File: src/rtl/gsau_wb_buffer_if.sv
// Handshake bundle between the GSAU writeback port, the writeback buffer and the vector RF.
// The buffer takes the slave side; the driving environment takes the master side.
interface gsau_wb_buffer_if #(
    parameter int unsigned DEPTH  = 4,
    parameter int unsigned DATA_W = 512,
    parameter int unsigned DST_W  = 8
);
    localparam int unsigned OCC_W = $clog2(DEPTH) + 1;

    logic [DATA_W-1:0] wb_psum;
    logic [DST_W-1:0]  wb_wbdst;
    logic              wb_valid;
    logic              wb_output_ready;
    logic [DATA_W-1:0] rf_wdata;
    logic [DST_W-1:0]  rf_wdst;
    logic              rf_wen;
    logic              rf_wready;
    logic              sb_retire;
    logic [DST_W-1:0]  sb_retire_vdst;
    logic [OCC_W-1:0]  occupancy;
    logic              ovf_err;

    modport slave (
        input  wb_psum, wb_wbdst, wb_valid, rf_wready,
        output wb_output_ready, rf_wdata, rf_wdst, rf_wen,
        output sb_retire, sb_retire_vdst, occupancy, ovf_err
    );

    modport master (
        output wb_psum, wb_wbdst, wb_valid, rf_wready,
        input  wb_output_ready, rf_wdata, rf_wdst, rf_wen,
        input  sb_retire, sb_retire_vdst, occupancy, ovf_err
    );
endinterface

File: src/rtl/gsau_wb_buffer.sv
// In-order writeback FIFO from the GSAU to the vector RF write port, with scoreboard retire pulse.
// Define GSAU_WB_BYPASS_EN to let an empty buffer forward the GSAU input straight to the RF.
module gsau_wb_buffer #(
    parameter int unsigned DEPTH  = 4,
    parameter int unsigned DATA_W = 512,
    parameter int unsigned DST_W  = 8
) (
    input  logic                CLK,
    input  logic                RST,
    gsau_wb_buffer_if.slave     io_wb
);
    localparam int unsigned PTR_W = $clog2(DEPTH);
    localparam int unsigned CNT_W = PTR_W + 1;
    localparam logic [CNT_W-1:0] FULL_CNT = CNT_W'(DEPTH);
    localparam logic [PTR_W-1:0] PTR_ONE  = PTR_W'(1);
    localparam logic [CNT_W-1:0] CNT_ONE  = CNT_W'(1);

    logic [DATA_W-1:0] r_data [DEPTH];
    logic [DST_W-1:0]  r_dst  [DEPTH];
    logic [PTR_W-1:0]  r_wr_ptr;
    logic [PTR_W-1:0]  r_rd_ptr;
    logic [CNT_W-1:0]  r_count;
    logic              r_ovf_err;
    logic              r_retire;
    logic [DST_W-1:0]  r_retire_vdst;

    logic              w_full;
    logic              w_empty;
    logic              w_ready;
    logic              w_push;
    logic              w_pop;
    logic              w_accept;
    logic              w_rf_wen;
    logic [DATA_W-1:0] w_rf_wdata;
    logic [DST_W-1:0]  w_rf_wdst;
`ifdef GSAU_WB_BYPASS_EN
    logic              w_bypass;
`endif

    always_comb begin
        w_full  = (r_count == FULL_CNT);
        w_empty = (r_count == '0);
        // Ready looks only at the count so the RF never reaches back to the GSAU combinationally.
        w_ready = !w_full;
`ifdef GSAU_WB_BYPASS_EN
        w_bypass   = w_empty && io_wb.wb_valid;
        w_rf_wen   = !w_empty || io_wb.wb_valid;
        w_rf_wdata = w_empty ? io_wb.wb_psum  : r_data[r_rd_ptr];
        w_rf_wdst  = w_empty ? io_wb.wb_wbdst : r_dst[r_rd_ptr];
        w_accept   = w_rf_wen && io_wb.rf_wready;
        // A bypassed beat accepted by the RF is never stored.
        w_push     = io_wb.wb_valid && w_ready && !(w_bypass && io_wb.rf_wready);
        w_pop      = !w_empty && io_wb.rf_wready;
`else
        w_rf_wen   = !w_empty;
        w_rf_wdata = r_data[r_rd_ptr];
        w_rf_wdst  = r_dst[r_rd_ptr];
        w_accept   = w_rf_wen && io_wb.rf_wready;
        w_push     = io_wb.wb_valid && w_ready;
        w_pop      = w_accept;
`endif
    end

    always_ff @(posedge CLK) begin
        if (w_push) begin
            r_data[r_wr_ptr] <= io_wb.wb_psum;
            r_dst[r_wr_ptr]  <= io_wb.wb_wbdst;
        end
    end

    always_ff @(posedge CLK) begin
        if (RST) begin
            r_wr_ptr      <= '0;
            r_rd_ptr      <= '0;
            r_count       <= '0;
            r_ovf_err     <= 1'b0;
            r_retire      <= 1'b0;
            r_retire_vdst <= '0;
        end else begin
            if (w_push) begin
                r_wr_ptr <= r_wr_ptr + PTR_ONE;
            end
            if (w_pop) begin
                r_rd_ptr <= r_rd_ptr + PTR_ONE;
            end
            case ({w_push, w_pop})
                2'b10:   r_count <= r_count + CNT_ONE;
                2'b01:   r_count <= r_count - CNT_ONE;
                default: r_count <= r_count;
            endcase
            if (io_wb.wb_valid && !w_ready) begin
                r_ovf_err <= 1'b1;
            end
            r_retire <= w_accept;
            if (w_accept) begin
                r_retire_vdst <= w_rf_wdst;
            end
        end
    end

    assign io_wb.wb_output_ready = w_ready;
    assign io_wb.rf_wen          = w_rf_wen;
    assign io_wb.rf_wdata        = w_rf_wdata;
    assign io_wb.rf_wdst         = w_rf_wdst;
    assign io_wb.sb_retire       = r_retire;
    assign io_wb.sb_retire_vdst  = r_retire_vdst;
    assign io_wb.occupancy       = r_count;
    assign io_wb.ovf_err         = r_ovf_err;
endmodule

File: src/flat_wrapper.sv
// flat-port wrapper written by rule: the top's interface ports become plain ports
module gsau_wb_buffer_flat 
#(
    parameter int unsigned DEPTH  = 4,
    parameter int unsigned DATA_W = 512,
    parameter int unsigned DST_W  = 8
)
  (CLK, RST, io_wb_wb_psum, io_wb_wb_wbdst, io_wb_wb_valid, io_wb_rf_wready, io_wb_wb_output_ready, io_wb_rf_wdata, io_wb_rf_wdst, io_wb_rf_wen, io_wb_sb_retire, io_wb_sb_retire_vdst, io_wb_occupancy, io_wb_ovf_err);
  gsau_wb_buffer_if #(.DEPTH(DEPTH), .DATA_W(DATA_W), .DST_W(DST_W)) io_wb_i ();
  input  logic CLK;
  input  logic RST;
  input wire logic [$bits(io_wb_i.wb_psum)-1:0] io_wb_wb_psum;
  input wire logic [$bits(io_wb_i.wb_wbdst)-1:0] io_wb_wb_wbdst;
  input wire logic [$bits(io_wb_i.wb_valid)-1:0] io_wb_wb_valid;
  input wire logic [$bits(io_wb_i.rf_wready)-1:0] io_wb_rf_wready;
  output wire logic [$bits(io_wb_i.wb_output_ready)-1:0] io_wb_wb_output_ready;
  output wire logic [$bits(io_wb_i.rf_wdata)-1:0] io_wb_rf_wdata;
  output wire logic [$bits(io_wb_i.rf_wdst)-1:0] io_wb_rf_wdst;
  output wire logic [$bits(io_wb_i.rf_wen)-1:0] io_wb_rf_wen;
  output wire logic [$bits(io_wb_i.sb_retire)-1:0] io_wb_sb_retire;
  output wire logic [$bits(io_wb_i.sb_retire_vdst)-1:0] io_wb_sb_retire_vdst;
  output wire logic [$bits(io_wb_i.occupancy)-1:0] io_wb_occupancy;
  output wire logic [$bits(io_wb_i.ovf_err)-1:0] io_wb_ovf_err;
  assign io_wb_i.wb_psum = io_wb_wb_psum;
  assign io_wb_i.wb_wbdst = io_wb_wb_wbdst;
  assign io_wb_i.wb_valid = io_wb_wb_valid;
  assign io_wb_i.rf_wready = io_wb_rf_wready;
  assign io_wb_wb_output_ready = io_wb_i.wb_output_ready;
  assign io_wb_rf_wdata = io_wb_i.rf_wdata;
  assign io_wb_rf_wdst = io_wb_i.rf_wdst;
  assign io_wb_rf_wen = io_wb_i.rf_wen;
  assign io_wb_sb_retire = io_wb_i.sb_retire;
  assign io_wb_sb_retire_vdst = io_wb_i.sb_retire_vdst;
  assign io_wb_occupancy = io_wb_i.occupancy;
  assign io_wb_ovf_err = io_wb_i.ovf_err;
  gsau_wb_buffer #(.DEPTH(DEPTH), .DATA_W(DATA_W), .DST_W(DST_W)) u_core (.CLK(CLK), .RST(RST), .io_wb(io_wb_i));
endmodule
File: config.mk
export PLATFORM = sky130hd
export DESIGN_NAME = gsau_wb_buffer_flat
export DESIGN_NICKNAME = d
export VERILOG_FILES = /design/src/rtl/gsau_wb_buffer_if.sv /design/src/rtl/gsau_wb_buffer.sv /design/src/flat_wrapper.sv
export SDC_FILE = /design/constraint.sdc
export NUM_CORES = 1
export LEC_CHECK = 0
export BUFFER_PORTS_ARGS = -buffer_cell sky130_fd_sc_hd__buf_2
export CAP_MARGIN = 20
export CORE_AREA = 2 2 415 417
export CTS_BUF_LIST = sky130_fd_sc_hd__clkbuf_8
export CTS_CLUSTER_SIZE = 10
export DETAILED_ROUTE_END_ITERATION = 7
export DIE_AREA = 0 0 417 419
export PLACE_DENSITY = 0.75
export SYNTH_ARGS = -nofsm -noshare
export SYNTH_HDL_FRONTEND = slang
export SYNTH_SLANG_ARGS = --single-unit
File: constraint.sdc
create_clock -name CLK -period 31.4 [get_ports CLK]
set_clock_uncertainty 0.05 [all_clocks]
set_input_delay 1.57 -clock CLK [delete_from_list [all_inputs] [get_ports CLK]]
set_output_delay 1.57 -clock CLK [all_outputs]
set_load 0.005 [all_outputs]
==> run metrics <==
status=completed; Netlist cell types=24; I/O pin count=1,059; hold path startpoint=u_core.io_wb.sb_retire_vdst[4]; area leader, netlist=edfxtp_1; Residual DRC=0; Synth Instances=2,809; fin crit share=27.0%; Post-Syn Nets=3,339; largest cells by area after synthesis=edfxtp_1 (82%), mux4_2 (15%), buf_6 (0.86%); leading register cell type out of synthesis=edfxtp_1; CP endpoint kind=primary output; reg2reg setup slack=25.35 ns; share of cells above drive strength 1=46.3%; Layout fillers=12,800; routed length per instance=25.6 um; HP Class=flop to flop; Synth top area share=82.3%; reg-to-reg critical path endpoint=u_core.r_data[1][446]; maximum VDD drop=0.0716 mV; CTS tree=yes; relative slew slack=28.2%; Critical Path AT=6.87 ns; final worst path period need=8.49 ns; worst-skew pair later-pin latency=1.04 ns; CTS Buf Count=341; initial antenna violation count=112; FF+latch count, synth=2,099; Worst-Margin Slew=1.08 ns; post-detail-place hpwl=109,000 um; row cnt=152; vias in the first global route=36,900; initial DRC count=3,085; final WL=170,000 um; register area=62,800 um^2; final-report setup violation count=0; Die ar.=175,000 um^2; largest net degree at the start of global routing=140; post-route setup slack=22.91 ns; DP Worst Slack=23.32 ns; Leak=30.0 nW; Area growth syn-to-layout=18.1%; pwr dens=78.0 nW/um^2; routability cong.=0.821; RSZ-0062 raised after global routing=false; Nets=4,671; Synth top cells by count=edfxtp_1 (2,080), mux4_2 (520), buf_6 (58); crit-path cells=buf_4 > buf_16 > buf_4 > buf_4 > buf_4 > buf_4 > mux4_2 > buf_2; crit-path max cell delay=0.89 ns; R2R cell count=7; Worst path slowest cell=buf_4; FMAX=118 MHz; clock net sink count=2,099; final hold violation count=0; Crit path top cell by count=buf_4; Max Slew Vio Count=0; All-Layer GR Usage=18.9%; Hold-fix buffers, CTS=0; reg2reg start=u_core.io_wb.occupancy[0]; Startpoint Class=flop; Avg Cell Area, Syn=27.0 um^2; max-capacitance violation count=0; port bufs=1,058; Setup crit end=io_wb_rf_wdata[299]; power consumption=6.99 mW; Post-CTS Setup Bufs=0; post-cts sizing count=0; Crit path required time=29.78 ns; Post-Route Setup TNS=0 ns; Crit Path Class=flop to primary output; first-pass GRT wire length=243,000 um; CP max FO=49; number of flops mapped to enable cells by yosys=2,080; Ys Warns=0; clk slew on worst S/H paths=0.05 ns; area of the multi-input gates=12,100 um^2; Die W=417 um; top-count cell post-synth=edfxtp_1; drt pass-1 iters=7; Vias=36,000; Post-Syn Area=75,900 um^2; Initial Utilization=44.5%; vias per std cell=5.41; grt ovf=0; sequential share of the synthesized area=82.8%; Routed Antenna Nets=0; Root Buffer=clkbuf_8; Die Y=419 um; H-tree depth=5; Clock Tree Buf Depth=4; core area=171,000 um^2; share of synthesized registers carrying an async set or reset=0%
==> cells by family (layout without fill, tap and decap cells) <==
group | Yosys count | after routing | share of synthesized area [%]
AND/OR/NAND/NOR | 34 | 34 | 0.201
other | 0 | 43 | 0
multiplexers | 520 | 520 | 15.4
adder cells (fa/ha/maj) | 6 | 6 | 0.109
AO/OA/AOI/OAI | 19 | 19 | 0.140
buffers and inverters | 128 | 1704 | 1.30
flip-flops | 2099 | 2099 | 82.8
XOR/XNOR | 3 | 3 | 0.0346
==> layout make-up <==
type                            instances  area share [%]
Multi-Input combinational cell        582            13.5
Sequential cell                      2099            70.1
Clock buffer                          349            5.36
Timing Repair Buffer                 1110            6.47
Antenna cell                           43           0.120
Tap cell                             2233            3.12
Inverter                                7          0.0293
Clock inverter                        238            1.30
==> metrics by stage <==
stage | instances | area [um^2] | hold WS (ns) | utilization, %
after detailed placement | 6029 | 83500 | 0.397 | 49.0
final | 6661 | 89600 | 0.404 | 52.5
after CTS | 6616 | 89500 | 0.404 | 52.5
after global placement | 6028 | 83500 | 0.390 | 48.9
after global routing | 6643 | 89600 | 0.427 | 52.5
after floorplan | 2809 | 75900 | 0.403 | -
==> sequential cells by signal, indices dropped and copies added, names as in the netlist, named ones only <==
| name | cells |
|---|---|
| u_core.io_wb.occupancy | 3 |
| u_core.io_wb.ovf_err | 1 |
| u_core.io_wb.sb_retire | 1 |
| u_core.io_wb.sb_retire_vdst | 8 |
| u_core.r_data | 2048 |
| u_core.r_dst | 32 |
| u_core.r_rd_ptr | 2 |
| u_core.r_wr_ptr | 2 |
==> per-layer routing <==
metal	part of all wire, %	routed length, um	global-route usage, %
met1	36	60900	22.1
met3	9.3	15800	7.22
met5	0.26	442	0
met2	51	87200	31.2
met4	3.6	6100	8.54
==> worst min path at each step <==
| stage | to | slack (ns) | cells after the start |
|---|---|---|---|
| final | u_core.io_wb.sb_retire_vdst[4] | 0.40 | 2 |
| after global routing | u_core.io_wb.sb_retire_vdst[2] | 0.43 | 2 |
| after CTS | u_core.io_wb.sb_retire_vdst[2] | 0.40 | 2 |
| after detailed placement | u_core.io_wb.sb_retire_vdst[2] | 0.40 | 2 |
| after global placement | u_core.io_wb.sb_retire_vdst[2] | 0.39 | 2 |
| after floorplan | u_core.io_wb.sb_retire_vdst[0] | 0.40 | 2 |
==> critical path, delay by kind of cell (launching register included) <==
family,cells,cell delay (ns)
buffers and inverters,7,4.05
flip-flops,1,0.84
multiplexers,1,0.63
==> placed cells by master, fill, tap and decap left out, types with 5 or more instances in the layout <==
master,count
nand2_1,17
dfxtp_1,17
a21oi_1,13
ha_1,5
clkinvlp_4,6
diode_2,43
mux4_2,520
edfxtp_1,2080
clkbuf_8,349
inv_1,115
buf_2,1058
buf_4,45
bufinv_16,7
clkinv_2,25
clkinv_1,86
nor2_1,7
==> where the power goes <==
part / leakage [nW] / internal (mW) / total (mW) / switching, mW
Clock: 3.45 / 1.08 / 2.10 / 1.01
Combinational: 7.34 / 0.716 / 1.49 / 0.775
Sequential: 19.2 / 3.34 / 3.40 / 0.0666
No activity file was read; power rests on OpenSTA's default activity.
